===== src/rtl/pwm_burst_scheduler_pkg.sv =====
// pwm_burst_scheduler_pkg: shared FSM encoding, queue entry layout and widths for the burst scheduler
package pwm_burst_scheduler_pkg;
    localparam int CH_W = 8;
    localparam int ENTRY_W = 16;
    typedef enum logic [1:0] {S_IDLE, S_ISSUE, S_WAIT_ACK, S_GAP} state_t;
    typedef struct packed {
        logic [CH_W-1:0] ch;
        logic [7:0]      num;
    } cmd_t;
endpackage


===== src/rtl/pwm_burst_scheduler_if.sv =====
// pwm_burst_scheduler_if: command, PWM bank and status signals of the burst scheduler
interface pwm_burst_scheduler_if
    import pwm_burst_scheduler_pkg::*;
#(
    parameter int _NUM_CHANNELS = 3,
    parameter int FIFO_DEPTH = 4
);
    logic                          cmd_valid;
    logic [CH_W-1:0]               cmd_ch;
    logic [7:0]                    cmd_pulse_num;
    logic                          cmd_ready;
    logic                          abort;
    logic [_NUM_CHANNELS-1:0]      pwm_busy;
    logic [_NUM_CHANNELS-1:0]      pwm_start;
    logic [7:0]                    pwm_pulse_num;
    logic                          sched_busy;
    logic [$clog2(FIFO_DEPTH):0]   queue_level;
    logic                          err_overflow;
    logic                          err_bad_ch;
    logic                          err_timeout;
    modport master (
        output cmd_valid, cmd_ch, cmd_pulse_num, abort, pwm_busy,
        input  cmd_ready, pwm_start, pwm_pulse_num, sched_busy, queue_level,
               err_overflow, err_bad_ch, err_timeout
    );
    modport slave (
        input  cmd_valid, cmd_ch, cmd_pulse_num, abort, pwm_busy,
        output cmd_ready, pwm_start, pwm_pulse_num, sched_busy, queue_level,
               err_overflow, err_bad_ch, err_timeout
    );
endinterface


===== src/rtl/pwm_burst_scheduler_cmd_fifo.sv =====
// pwm_burst_scheduler_cmd_fifo: show-ahead command queue with flush and occupancy count
module pwm_burst_scheduler_cmd_fifo #(
    parameter int DEPTH = 4,
    parameter int WIDTH = 16
) (
    input  logic                     clk_50M,
    input  logic                     rst,
    input  logic                     push,
    input  logic                     pop,
    input  logic                     flush,
    input  logic [WIDTH-1:0]         din,
    output logic [WIDTH-1:0]         dout,
    output logic                     full,
    output logic                     empty,
    output logic [$clog2(DEPTH):0]   level
);
    localparam int AW = $clog2(DEPTH);
    typedef logic [AW:0] ptr_t;
    ptr_t wr_ptr, rd_ptr;
    logic [WIDTH-1:0] mem [DEPTH];
    assign full  = (wr_ptr[AW] != rd_ptr[AW]) && (wr_ptr[AW-1:0] == rd_ptr[AW-1:0]);
    assign empty = wr_ptr == rd_ptr;
    assign level = wr_ptr - rd_ptr;
    assign dout  = mem[rd_ptr[AW-1:0]];
    // pointer update; the extra MSB tells full from empty when the indices coincide
    always_ff @(posedge clk_50M or posedge rst) begin
        if (rst) begin
            wr_ptr <= '0;
            rd_ptr <= '0;
        end else if (flush) begin
            wr_ptr <= '0;
            rd_ptr <= '0;
        end else begin
            if (push && !full) wr_ptr <= wr_ptr + ptr_t'(1);
            if (pop && !empty) rd_ptr <= rd_ptr + ptr_t'(1);
        end
    end
    // storage is write-only on push and needs no reset, the pointers define validity
    always_ff @(posedge clk_50M) begin
        if (push && !full && !flush) mem[wr_ptr[AW-1:0]] <= din;
    end
endmodule


===== src/rtl/pwm_burst_scheduler.sv =====
// pwm_burst_scheduler: queues channel burst commands and launches them in order onto idle PWM channels
module pwm_burst_scheduler
    import pwm_burst_scheduler_pkg::*;
#(
    parameter int _NUM_CHANNELS = 3,
    parameter int FIFO_DEPTH = 4,
    parameter int GAP_CYCLES = 50,
    parameter int ACK_TIMEOUT = 255
) (
    input  logic                   clk_50M,
    input  logic                   rst,
    pwm_burst_scheduler_if.slave   bus
);
    localparam logic [CH_W-1:0] CH_LIM   = CH_W'(_NUM_CHANNELS);
    localparam logic [16:0]     GAP_LAST = 17'(GAP_CYCLES);
    localparam logic [7:0]      ACK_LIM  = 8'(ACK_TIMEOUT);
    state_t                       state;
    cmd_t                         head;
    logic                         full, empty, push, pop, ch_ok;
    logic                         head_busy, cur_busy, gap_done, ack_done;
    logic [_NUM_CHANNELS-1:0]     head_oh, cur_oh;
    logic [7:0]                   ack_cnt;
    logic [15:0]                  gap_cnt;
    logic [$clog2(FIFO_DEPTH):0]  level;
    pwm_burst_scheduler_cmd_fifo #(.DEPTH(FIFO_DEPTH), .WIDTH(ENTRY_W)) u_fifo (
        .clk_50M (clk_50M),
        .rst     (rst),
        .push    (push),
        .pop     (pop),
        .flush   (bus.abort),
        .din     ({bus.cmd_ch, bus.cmd_pulse_num}),
        .dout    (head),
        .full    (full),
        .empty   (empty),
        .level   (level)
    );
    // command acceptance, head-of-queue channel lookup and terminal-count decode
    always_comb begin
        ch_ok     = bus.cmd_ch < CH_LIM;
        push      = bus.cmd_valid && !full && ch_ok && !bus.abort;
        head_oh   = _NUM_CHANNELS'(1) << head.ch;
        head_busy = |(bus.pwm_busy & head_oh);
        cur_busy  = |(bus.pwm_busy & cur_oh);
        pop       = (state == S_IDLE) && !empty && !head_busy && !bus.abort;
        gap_done  = (17'(gap_cnt) + 17'd1) >= GAP_LAST;
        ack_done  = (ack_cnt + 8'd1) == ACK_LIM;
    end
    assign bus.cmd_ready   = !full;
    assign bus.queue_level = level;
    assign bus.sched_busy  = (state != S_IDLE) || !empty;
    // launch FSM with registered strobes; abort returns to IDLE but never cuts a start pulse short
    always_ff @(posedge clk_50M or posedge rst) begin
        if (rst) begin
            state             <= S_IDLE;
            cur_oh            <= '0;
            ack_cnt           <= '0;
            gap_cnt           <= '0;
            bus.pwm_start     <= '0;
            bus.pwm_pulse_num <= '0;
            bus.err_overflow  <= 1'b0;
            bus.err_bad_ch    <= 1'b0;
            bus.err_timeout   <= 1'b0;
        end else begin
            bus.pwm_start     <= '0;
            bus.pwm_pulse_num <= '0;
            bus.err_timeout   <= 1'b0;
            bus.err_bad_ch    <= bus.cmd_valid && !bus.abort && !ch_ok;
            bus.err_overflow  <= bus.cmd_valid && !bus.abort && ch_ok && full;
            if (bus.abort) begin
                state   <= S_IDLE;
                ack_cnt <= '0;
                gap_cnt <= '0;
            end else begin
                case (state)
                    S_IDLE: begin
                        if (pop && head.num != 8'd0) begin
                            state             <= S_ISSUE;
                            cur_oh            <= head_oh;
                            bus.pwm_start     <= head_oh;
                            bus.pwm_pulse_num <= head.num;
                        end
                    end
                    S_ISSUE: begin
                        state   <= S_WAIT_ACK;
                        ack_cnt <= '0;
                    end
                    S_WAIT_ACK: begin
                        if (cur_busy || ack_done) begin
                            state           <= S_GAP;
                            gap_cnt         <= '0;
                            ack_cnt         <= '0;
                            bus.err_timeout <= !cur_busy;
                        end else begin
                            ack_cnt <= ack_cnt + 8'd1;
                        end
                    end
                    S_GAP: begin
                        state   <= gap_done ? S_IDLE : S_GAP;
                        gap_cnt <= gap_done ? '0 : gap_cnt + 16'd1;
                    end
                endcase
            end
        end
    end
endmodule


===== src/flat_wrapper.sv =====
// flat-port wrapper written by rule: the top's interface ports become plain ports
module pwm_burst_scheduler_flat import pwm_burst_scheduler_pkg::*;
#(
    parameter int _NUM_CHANNELS = 3,
    parameter int FIFO_DEPTH = 4,
    parameter int GAP_CYCLES = 50,
    parameter int ACK_TIMEOUT = 255
)
  (clk_50M, rst, bus_cmd_valid, bus_cmd_ch, bus_cmd_pulse_num, bus_abort, bus_pwm_busy, bus_cmd_ready, bus_pwm_start, bus_pwm_pulse_num, bus_sched_busy, bus_queue_level, bus_err_overflow, bus_err_bad_ch, bus_err_timeout);
  pwm_burst_scheduler_if #(._NUM_CHANNELS(_NUM_CHANNELS), .FIFO_DEPTH(FIFO_DEPTH)) bus_i ();
  input  logic clk_50M;
  input  logic rst;
  input wire logic [$bits(bus_i.cmd_valid)-1:0] bus_cmd_valid;
  input wire logic [$bits(bus_i.cmd_ch)-1:0] bus_cmd_ch;
  input wire logic [$bits(bus_i.cmd_pulse_num)-1:0] bus_cmd_pulse_num;
  input wire logic [$bits(bus_i.abort)-1:0] bus_abort;
  input wire logic [$bits(bus_i.pwm_busy)-1:0] bus_pwm_busy;
  output wire logic [$bits(bus_i.cmd_ready)-1:0] bus_cmd_ready;
  output wire logic [$bits(bus_i.pwm_start)-1:0] bus_pwm_start;
  output wire logic [$bits(bus_i.pwm_pulse_num)-1:0] bus_pwm_pulse_num;
  output wire logic [$bits(bus_i.sched_busy)-1:0] bus_sched_busy;
  output wire logic [$bits(bus_i.queue_level)-1:0] bus_queue_level;
  output wire logic [$bits(bus_i.err_overflow)-1:0] bus_err_overflow;
  output wire logic [$bits(bus_i.err_bad_ch)-1:0] bus_err_bad_ch;
  output wire logic [$bits(bus_i.err_timeout)-1:0] bus_err_timeout;
  assign bus_i.cmd_valid = bus_cmd_valid;
  assign bus_i.cmd_ch = bus_cmd_ch;
  assign bus_i.cmd_pulse_num = bus_cmd_pulse_num;
  assign bus_i.abort = bus_abort;
  assign bus_i.pwm_busy = bus_pwm_busy;
  assign bus_cmd_ready = bus_i.cmd_ready;
  assign bus_pwm_start = bus_i.pwm_start;
  assign bus_pwm_pulse_num = bus_i.pwm_pulse_num;
  assign bus_sched_busy = bus_i.sched_busy;
  assign bus_queue_level = bus_i.queue_level;
  assign bus_err_overflow = bus_i.err_overflow;
  assign bus_err_bad_ch = bus_i.err_bad_ch;
  assign bus_err_timeout = bus_i.err_timeout;
  pwm_burst_scheduler #(._NUM_CHANNELS(_NUM_CHANNELS), .FIFO_DEPTH(FIFO_DEPTH), .GAP_CYCLES(GAP_CYCLES), .ACK_TIMEOUT(ACK_TIMEOUT)) u_core (.clk_50M(clk_50M), .rst(rst), .bus(bus_i));
endmodule

===== config.mk =====
export PLATFORM = sky130hd
export DESIGN_NAME = pwm_burst_scheduler_flat
export DESIGN_NICKNAME = d
export VERILOG_FILES = /design/src/rtl/pwm_burst_scheduler_pkg.sv /design/src/rtl/pwm_burst_scheduler_if.sv /design/src/rtl/pwm_burst_scheduler_cmd_fifo.sv /design/src/rtl/pwm_burst_scheduler.sv /design/src/flat_wrapper.sv
export SDC_FILE = /design/constraint.sdc
export NUM_CORES = 1
export LEC_CHECK = 0
export CAP_MARGIN = 20
export CORE_ASPECT_RATIO = 1.5
export CORE_MARGIN = 5
export CORE_UTILIZATION = 40
export DETAILED_ROUTE_END_ITERATION = 10
export PLACE_DENSITY = 0.64
export SYNTH_ARGS = -nofsm -noshare
export SYNTH_HDL_FRONTEND = slang
export SYNTH_SLANG_ARGS = --single-unit

===== constraint.sdc =====
create_clock -name clk_50M -period 3.15 [get_ports clk_50M]
set_input_delay 0.315 -clock clk_50M [delete_from_list [all_inputs] [get_ports clk_50M]]
set_output_delay 0.315 -clock clk_50M [all_outputs]
set_load 0.05 [all_outputs]

## Yosys cells after proc, flatten, opt, wreduce, memory -nomap -nowiden

Memories as Yosys holds them, arrays and structs flattened.
Index checks and enable logic that the tools add are counted.

- Flip-flop bits (word level): 49
- Memory bits (writable): 64
- Bits of input ports: 23
- Output and inout port bits: 19
- Logic and storage cells: 95
- Memories: 1

Memory list:

| memory | depth | bits a word | read ports | clocked after memory_dff | wr ports | RTL line | text |
|---|---|---|---|---|---|---|---|
| u_core.u_fifo.mem | 4 | 16 | 1 | 0 | 1 | pwm_burst_scheduler_cmd_fifo.sv:20 | `logic [WIDTH-1:0] mem [DEPTH];` |

- Add/subtract/negate cells: 6
- Order comparisons: 2
- Equal/unequal tests: 9
- Shifts and indexed selects: 1
- Muxes and demuxes: 27
- Bitwise operators: 3
- Reduce and logical (&&, ||, !) cells: 35

Operator list:

| cell | number |
|---|---|
| 2-to-1 mux 16 bit | 3 |
| 2-to-1 mux 8 bit | 5 |
| case mux 16 bit (2 select lines) | 1 |
| 2-to-1 mux 3 bit | 7 |
| adder 16 x 1 -> 17 bit, second input constant | 1 |
| >= comparator 17 x 6 -> 1 bit, second input constant | 1 |
| adder 16 x 1 -> 16 bit, second input constant | 1 |
| case mux 8 bit (2 select lines) | 1 |
| logical AND 1 bit | 15 |
| adder 8 x 1 -> 8 bit, second input constant | 1 |
| == test 8 bit, second input constant | 1 |
| less-than comparator 8 x 2 -> 1 bit, second input constant | 1 |
| 2-to-1 mux 2 bit | 4 |
| case mux 2 bit (4 select lines) | 1 |
| nonzero test 8 bit | 1 |
| left shift 1 x 8 -> 3 bit, first input constant | 1 |
| adder 3 x 1 -> 3 bit, second input constant | 2 |
| bitwise AND 3 bit | 2 |
| zero test 1 bit | 6 |
| nonzero test 2 bit | 3 |
| nonzero test 3 bit | 2 |
| OR reduction 3 bit | 2 |
| 2-to-1 mux 1 bit | 5 |
| == test 2 bit, second input constant | 2 |
| 12 further kinds | 14 |

## Depth between registers and ports, before layout

Gate-level depths: netlist (run 1).
An unclocked memory read counts as a cell.

- Word-level depth: 11
- Mapped depth: 9

## Modules after synthesis

Synthesis (run 1) repeated with hierarchy kept, for this count alone.

- Cells, all modules: 397
- Area, all modules: 5320.1 µm²

By module, submodules not included:

| module | instances | cells each | area an instance (µm²) | seq. area each (µm²) |
|---|---|---|---|---|
| pwm_burst_scheduler_cmd_fifo | 1 | 149 | 2880.3 | 2072.0 |
| pwm_burst_scheduler | 1 | 248 | 2439.8 | 1076.0 |

## Worst setup path after synthesis (run 1)

OpenSTA, ideal clock, no wires.

- Kind: register to register
- From: register u_core.u_fifo.rd_ptr[1]
- To: memory u_core.u_fifo.mem[3][0], enable pin
- Setup time: 375 ps
- Data arrival time: 2262 ps
- Required time: 2775 ps
- Path slack: 513 ps
- Stages on the path, launching flop included: 8
- Buffers on the path: 2
- Period minus slack after synthesis: 2637 ps
- Cell sequence: dfrtp_1 -> buf_6 -> buf_2 -> inv_1 -> ha_1 -> nand3_1 -> and2b_1 -> and2_1

- Longest elaborated chain between the ends: 10

Ends and longest elaborated chain:

| element | RTL line | text |
|---|---|---|
| start: declaration | pwm_burst_scheduler_cmd_fifo.sv:19 | `ptr_t wr_ptr, rd_ptr;` |
| start signal: assignment | pwm_burst_scheduler_cmd_fifo.sv:35 | `if (pop && !empty) rd_ptr <= rd_ptr + ptr_t'(1);` |
| == test 2 bit * | pwm_burst_scheduler_cmd_fifo.sv:21 | `assign full = (wr_ptr[AW] != rd_ptr[AW]) && (wr_ptr[AW-1:0] == rd_ptr[AW-1:0]);` |
| logical AND 1 bit * | pwm_burst_scheduler_cmd_fifo.sv:21 |  |
| zero test 1 bit * | -- |  |
| named net bus_cmd_ready | flat_wrapper.sv:18 | `output wire logic [$bits(bus_i.cmd_ready)-1:0] bus_cmd_ready;` |
| logical AND 1 bit (3 in series) | pwm_burst_scheduler.sv:40 | `push = bus.cmd_valid && !full && ch_ok && !bus.abort;` |
| logical AND 1 bit * (2 in series) | pwm_burst_scheduler_cmd_fifo.sv:40 | `if (push && !full && !flush) mem[wr_ptr[AW-1:0]] <= din;` |
| 2-to-1 mux 1 bit * | pwm_burst_scheduler_cmd_fifo.sv:40 |  |
| 2-to-1 mux 1 bit (implied by the code) * | pwm_burst_scheduler_cmd_fifo.sv:40 |  |
| end: declaration | pwm_burst_scheduler_cmd_fifo.sv:20 |  |

Mark *: on every way through the listed nets, which the timed path passes. The rest lies on a longest branch.

## Worst setup path in the final report (run 1)

- From: register u_core.u_fifo.rd_ptr[0]
- To: output port bus_cmd_ready

- Longest elaborated chain between the ends: 3

Ends and longest elaborated chain:

| element | RTL line | text |
|---|---|---|
| == test 2 bit | pwm_burst_scheduler_cmd_fifo.sv:21 |  |
| logical AND 1 bit | pwm_burst_scheduler_cmd_fifo.sv:21 |  |
| zero test 1 bit | pwm_burst_scheduler.sv:48 | `assign bus.cmd_ready = !full;` |
| end: declaration | flat_wrapper.sv:18 |  |

No other way between the ends.

==> results.tsv, run 1 <==
stage	metric	value	unit
power_and_ir_drop	cellLeakagePower	2.37	nW
global_routing	grt_pass1_wl	16500	um
clock_tree	cts_inserted_buffers	17	
sta	drv_slew	0	
clock_tree	h-tree-depth	4	
global_routing	grt_max_degree	50	
power_and_ir_drop	power_frac_seq	0.392	
synth	synth_area	4940	um^2
route	avgViaCountPerCell	5.22	
clock_tree	cts_tree	done	
die	ios	42	
final_layout	nets	460	
worst_setup_path	path_cells	ha_1, nand3_1, clkdlybuf4s50_1	
final_layout	register_area	3150	um^2
synth	ys.flop_type	edfxtp_1	
synth	syn_nets	402	
job	drv_cap	0	
die	die_w	101	um
synth	avgSynthCellArea	13.5	um^2
sta	hold_viol_final	0	
worst_setup_path	crit_buf_inv	1	
sta	setup_viol	0	
sta	worstMarginPinSlew	0.919	ns
status	outcome	finished clean	
final_layout	final_area	6200	um^2
sta	finalSetupTns	0	ns
worst_setup_path	worstSetupEndpointType	output port	
synth	seq_area_frac_synth	0.637	
placement	place_ws	0.168	ns
worst_setup_path	slowest_delay	0.84	ns
power_and_ir_drop	internal_power	3.14	mW
clock_tree	clk_pin_slew	0.05	ns
worst_setup_path	crit_path_start_kind	flop	
placement	port_buffers	41	
synth	ys_async_sr_fraction	0.434	
power_and_ir_drop	combPwrFrac	0.166	
power_and_ir_drop	power.share.switching	0.270	
route	drc_errors	0	
final_layout	syn2layout_area_growth	25.6	%
synth	synth_cell_types	56	
die	coreArea	12100	um^2
die	die_area	14700	um^2
die	die_h	146	um
route	first_iter_violations	136	
worst_setup_path	rrSetupSlack	0.29	ns
global_routing	grt_pass1_vias	3210	
final_layout	num_antenna_cells	0	
clock_tree	root_buffer	clkbuf_16	
clock_tree	clock_sinks	113	
sta	rsz0062_at_grt	no	
placement	dp.final_hpwl	6850	um
clock_tree	worstSkewPairLatency	0.41	ns
worst_setup_path	worstPathMaxFanout	12	
route	wl	9850	um
placement	dpl-instance-area	5590	um^2
power_and_ir_drop	power_density	694	nW/um^2
final_layout	multi_input_area	1640	um^2
global_routing	track_usage	0.146	
worst_setup_path	arrival	2.60	ns
route	ant_nets	0	
synth	ys_ff_latch	113	
worst_setup_path	cp_slowest_cell	clkdlybuf4s50_1	
sta	fmax	0.343	GHz
worst_setup_path	cp_top_family	buffers and inverters	
global_routing	grt-ovfl-total	0	
final_layout	fillCellCount	1020	
sta	min_period	2.92	ns
route	dr_total_vias	3087	
final_layout	drive_above_1_share	0.155	
sta	skew	0.00985	ns
synth	synth_edf_count	64	
power_and_ir_drop	max-vdd-ir-drop	0.000384	V
clock_tree	clockBufferDepth	2	
sta	relSlewSlack	0.383	
power_and_ir_drop	clkPwrFrac	0.442	
route	first_pass_iters	4	
sta	fin_ws	0.233	ns
clock_tree	cts_setup_buffers	0	
synth	postSynthCellCount	367	
placement	place_congestion	0.804	
route	wl_per_cell	16.7	um
synth	ys_warn_count	0	
worst_setup_path	cp.required	2.83	ns
global_routing	antenna_found_initial	0	
die	rows	49	
die	initial_utilization	0.409	
power_and_ir_drop	power.switching	1.16	mW
min_path	hold_path_class	in -> async	
worst_setup_path	path_class	reg -> out	
sta	period_share	0.926	
[power groups by stage]
stage	combinational [mW]	clock, mW	sequential (mW)
2_1_floorplan	0.501	0	1.72
3_3_place_gp	0.720	0	1.71
3_5_place_dp	0.730	0	1.72
4_1_cts	0.724	1.93	1.69
5_1_grt	0.778	2.01	1.70
6_report	0.714	1.90	1.69
[timing repair]
item | in CTS | in global routing
gates resized for setup | 2 | 0
hold buffers | 0 | 0
endpoints found under the setup margin | 1 | 0
[sequential cells by signal (all words and copies together), names as in the netlist, 2 cells and up]
name	cells
u_core.gap_cnt	16
u_core.cur_oh	3
u_core.u_fifo.rd_ptr	3
u_core.u_fifo.mem	64
u_core.ack_cnt	8
u_core.u_fifo.wr_ptr	3
u_core.bus.pwm_start	3
u_core.bus.pwm_pulse_num	8
u_core.state	2
[layer usage]
metal / GRT usage / routed length (um) / vias to the layer above
met5: 0 / 0 / -
met1: 0.172 / 3950 / 1547
met2: 0.246 / 5360 / 59
li1: - / - / 1471
met4: 0.0506 / 116 / 0
met3: 0.0482 / 424 / 10
[synthesized netlist by cell type (2+ instances only)]
library cell | number | area share
edfxtp_1 | 64 | 0.39
dfrtp_1 | 49 | 0.25
nand2_1 | 23 | 0.017
and2_1 | 22 | 0.028
nor2_1 | 22 | 0.017
inv_1 | 20 | 0.015
o21ai_0 | 16 | 0.016
xnor2_1 | 12 | 0.021
ha_1 | 11 | 0.028
nand3_1 | 11 | 0.011
mux4_2 | 9 | 0.041
o31ai_1 | 8 | 0.012
a31oi_1 | 7 | 0.0089
clkbuf_1 | 7 | 0.0053
nor4_1 | 7 | 0.0089
nor3_1 | 6 | 0.0061
and3_1 | 5 | 0.0063
mux2_2 | 4 | 0.0091
nor2b_1 | 4 | 0.0051
o21bai_1 | 4 | 0.0061
or4_1 | 4 | 0.0061
xor2_1 | 4 | 0.0071
a211o_1 | 3 | 0.0053
buf_6 | 3 | 0.0068
mux2i_1 | 3 | 0.0061
nand4_1 | 3 | 0.0038
a221oi_1 | 2 | 0.0035
buf_2 | 2 | 0.0020
nand2b_1 | 2 | 0.0025
nor3b_1 | 2 | 0.0030
o21ai_1 | 2 | 0.0020
or2_2 | 2 | 0.0025
[worst register-to-register path, delay by kind of cell (launching register included)]
family	cells	cell delay, ns
flip-flops	1	0.79
AO/OA/AOI/OAI	3	1.19
AND/OR/NAND/NOR	3	0.54
buffers and inverters	1	0.26
[layout make-up]
cell class	instances	area share
sequential	113	0.508
multi-input combinational	221	0.265
timing repair buffer	51	0.0873
clock buffer	19	0.0698
tap	153	0.0309
clock inverter	13	0.0266
inverter	21	0.0127
[cells in the final DEF, fill, tap and decap left out, types with 9 or more instances in the layout]
master and n:
nor2_1 22, o21ai_0 16, mux4_2 9, clkdlybuf4s50_1 38, clkbuf_16 17, nand2_1 23
edfxtp_1 64, xnor2_1 12, nand3_1 11, inv_1 19, and2_1 22, dfrtp_1 48
ha_1 11
[stage by stage]
| stage | total power [mW] | utilization | hold slack, ns | instances |
|---|---|---|---|---|
| final | 4.30 | 0.514 | 0.260 | 591 |
| after detailed placement | 2.45 | 0.462 | 0.515 | 558 |
| after CTS | 4.35 | 0.512 | 0.517 | 590 |
| after floorplan | 2.22 | - | 0.414 | 367 |
| after global routing | 4.49 | 0.514 | 0.301 | 591 |
| after global placement | 2.44 | 0.462 | 0.500 | 558 |
[kinds of logic after synthesis]
logic type	after synthesis	synth area share
compound gates	55	0.0815
buf+inv	33	0.0301
mux	18	0.0615
xor+xnor	16	0.0284
simple gates	120	0.129
fa+ha+maj	12	0.0319
flops	113	0.637
[final timing paths]
check / cells after the start / startpoint / endpoint
hold reg to reg: 1 / u_core.gap_cnt[15] / u_core.gap_cnt[15]
setup / recovery: 3 / u_core.u_fifo.rd_ptr[0] / bus_cmd_ready
hold / removal: 2 / rst / u_core.ack_cnt[6]
max in group asynchronous: 3 / rst / u_core.u_fifo.rd_ptr[1]
setup reg to reg: 7 / u_core.u_fifo.rd_ptr[0] / u_core.cur_oh[2]
min in group clk_50M: 1 / u_core.gap_cnt[15] / u_core.gap_cnt[15]
Power figures use the tool's default switching activity.
==> run 2: changes to the inputs <==
Settings changed: CELL_PAD_IN_SITES_DETAIL_PLACEMENT set to 0, CELL_PAD_IN_SITES_GLOBAL_PLACEMENT set to 1, PLACE_DENSITY 0.64 to 0.73.
==> results.tsv, run 2 (synthesized netlist as in run 1, its figures left out) <==
stage	metric	value	unit
final_layout	register_area	3150	um^2
clock_tree	cts_tree	done	
final_layout	nets	463	
power_and_ir_drop	combPwrFrac	0.166	
sta	min_period	2.88	ns
placement	dpl-instance-area	5600	um^2
worst_setup_path	crit_buf_inv	1	
worst_setup_path	worstSetupEndpointType	output port	
route	ant_nets	0	
die	initial_utilization	0.409	
worst_setup_path	arrival	2.56	ns
worst_setup_path	r2r-start	u_core.u_fifo.rd_ptr[0]	
power_and_ir_drop	clkPwrFrac	0.443	
power_and_ir_drop	cellLeakagePower	2.39	nW
sta	drv_slew	0	
placement	dp.final_hpwl	6880	um
status	outcome	finished clean	
route	wl	9700	um
power_and_ir_drop	max-vdd-ir-drop	0.000413	V
sta	relSlewSlack	0.417	
final_layout	drive_above_1_share	0.161	
die	die_w	101	um
global_routing	grt_pass1_wl	16000	um
sta	timing.hold.ws	0.156	ns
global_routing	grt-ovfl-total	0	
final_layout	largest_register_ffs	64	
final_layout	multi_input_area	1640	um^2
die	die_h	146	um
sta	rsz0062_at_grt	no	
sta	setup_viol	0	
final_layout	num_antenna_cells	0	
sta	fin_ws	0.273	ns
sta	fmax	0.348	GHz
die	rows	49	
clock_tree	clockBufferDepth	2	
power_and_ir_drop	internal_power	3.09	mW
worst_setup_path	rr_endpoint	u_core.cur_oh[0]	
global_routing	track_usage	0.141	
worst_setup_path	cp.required	2.83	ns
clock_tree	h-tree-depth	4	
sta	finalSetupTns	0	ns
clock_tree	cts_inserted_buffers	17	
worst_setup_path	path_class	reg -> out	
final_layout	post-route-util	0.514	
worst_setup_path	r2r.worst_path.cells	6	
final_layout	syn2layout_area_growth	25.8	%
sta	worstMarginPinSlew	0.869	ns
route	first_pass_iters	4	
clock_tree	clk_pin_slew	0.06	ns
route	first_iter_violations	110	
job	drv_cap	0	
power_and_ir_drop	power.share.switching	0.283	
final_layout	finalNonFillerCells	594	
global_routing	grt_pass1_vias	3265	
route	drc_errors	0	
worst_setup_path	crit_path_start_kind	flop	
power_and_ir_drop	totalPowerFinal	4.31	mW
power_and_ir_drop	power_frac_seq	0.391	
route	dr_total_vias	3072	
global_routing	grt_max_degree	50	
placement	dp.cells	561	
final_layout	final_cell_mix	edfxtp_1 (64), dfrtp_1 (49), clkdlybuf4s50_1 (38)	
clock_tree	clock_sinks	113	
worst_setup_path	rrSetupSlack	0.34	ns
worst_setup_path	path_cells	ha_1, nand3_1, clkdlybuf4s50_1	
sta	period_share	0.913	
power_and_ir_drop	power_density	693	nW/um^2
placement	port_buffers	41	
worst_setup_path	cp_top_family	buffers and inverters	
min_path	hold_path_class	in -> async	
die	ios	42	
worst_setup_path	slowest_delay	0.83	ns
sta	skew	0.00687	ns
worst_setup_path	worstPathMaxFanout	12	
die	coreArea	12100	um^2
final_layout	fillCellCount	1048	
global_routing	antenna_found_initial	0	
route	avgViaCountPerCell	5.17	
power_and_ir_drop	power.switching	1.22	mW
final_layout	final_area	6210	um^2
sta	hold_viol_final	0	
die	die_area	14700	um^2
clock_tree	root_buffer	clkbuf_16	
final_layout	final_common_cell	edfxtp_1	
route	wl_per_cell	16.3	um
worst_setup_path	cp_slowest_cell	clkdlybuf4s50_1	
clock_tree	worstSkewPairLatency	0.40	ns
placement	place_congestion	0.784	
placement	place_ws	0.225	ns
clock_tree	cts_setup_buffers	0	
clock_tree	postCtsHoldBufs	0	
run 2: cell count changes in the layout (fill, tap and decap cells not counted), sizes merged:
cell      before  now
bufinv         3    2
clkbuf        19   17
clkinv         8    6
clkinvlp       1    0
buf           12   15
inv           22   28
run 2: worst reg2reg max path: cells and delay by family (launching register included):
kind | cells | cell delay (ns)
compound gates | 3 | 0.44
simple gates | 2 | 0.83
flops | 1 | 0.78
mux | 1 | 0.61
run 2: timing repair:
item,4_1_cts,5_1_grt
setup endpoints to repair,1,0
resized for setup,1,0
hold endpoints to repair,0,0
run 2: power by group through the flow:
stage | sequential (mW) | combinational [mW] | clock (mW)
floorplan | 1.72 | 0.501 | 0
global placement | 1.71 | 0.726 | 0
detailed placement | 1.72 | 0.732 | 0
CTS | 1.69 | 0.723 | 1.94
global route | 1.70 | 0.774 | 2.01
finish | 1.69 | 0.714 | 1.91
run 2: metal layers:
| layer | track usage | up-vias | part of all wire |
|---|---|---|---|
| met5 | 0 | - | 0 |
| met4 | 0.0573 | 0 | 0.016 |
| met3 | 0.0391 | 10 | 0.034 |
| met2 | 0.255 | 50 | 0.56 |
| met1 | 0.151 | 1537 | 0.39 |
| li1 | - | 1475 | - |
run 2: worst max-delay path by stage:
stage	start	to	depth (start not counted)
floorplan	u_core.u_fifo.rd_ptr[1]	u_core.u_fifo.mem[3][0]	7
global placement	bus_cmd_ch[7]	u_core.u_fifo.mem[2][1]	7
detailed placement	bus_cmd_ch[7]	u_core.u_fifo.mem[2][0]	7
CTS	u_core.u_fifo.rd_ptr[0]	bus_cmd_ready	3
global route	u_core.u_fifo.rd_ptr[0]	bus_cmd_ready	3
finish	u_core.u_fifo.rd_ptr[0]	bus_cmd_ready	3
run 2: layout make-up:
class	instances	share of cell area
Tap cell	153	0.0308
Clock inverter	15	0.0280
Clock buffer	17	0.0685
Sequential cell	113	0.507
Multi-Input combinational cell	221	0.265
Inverter	21	0.0127
Timing Repair Buffer	54	0.0888
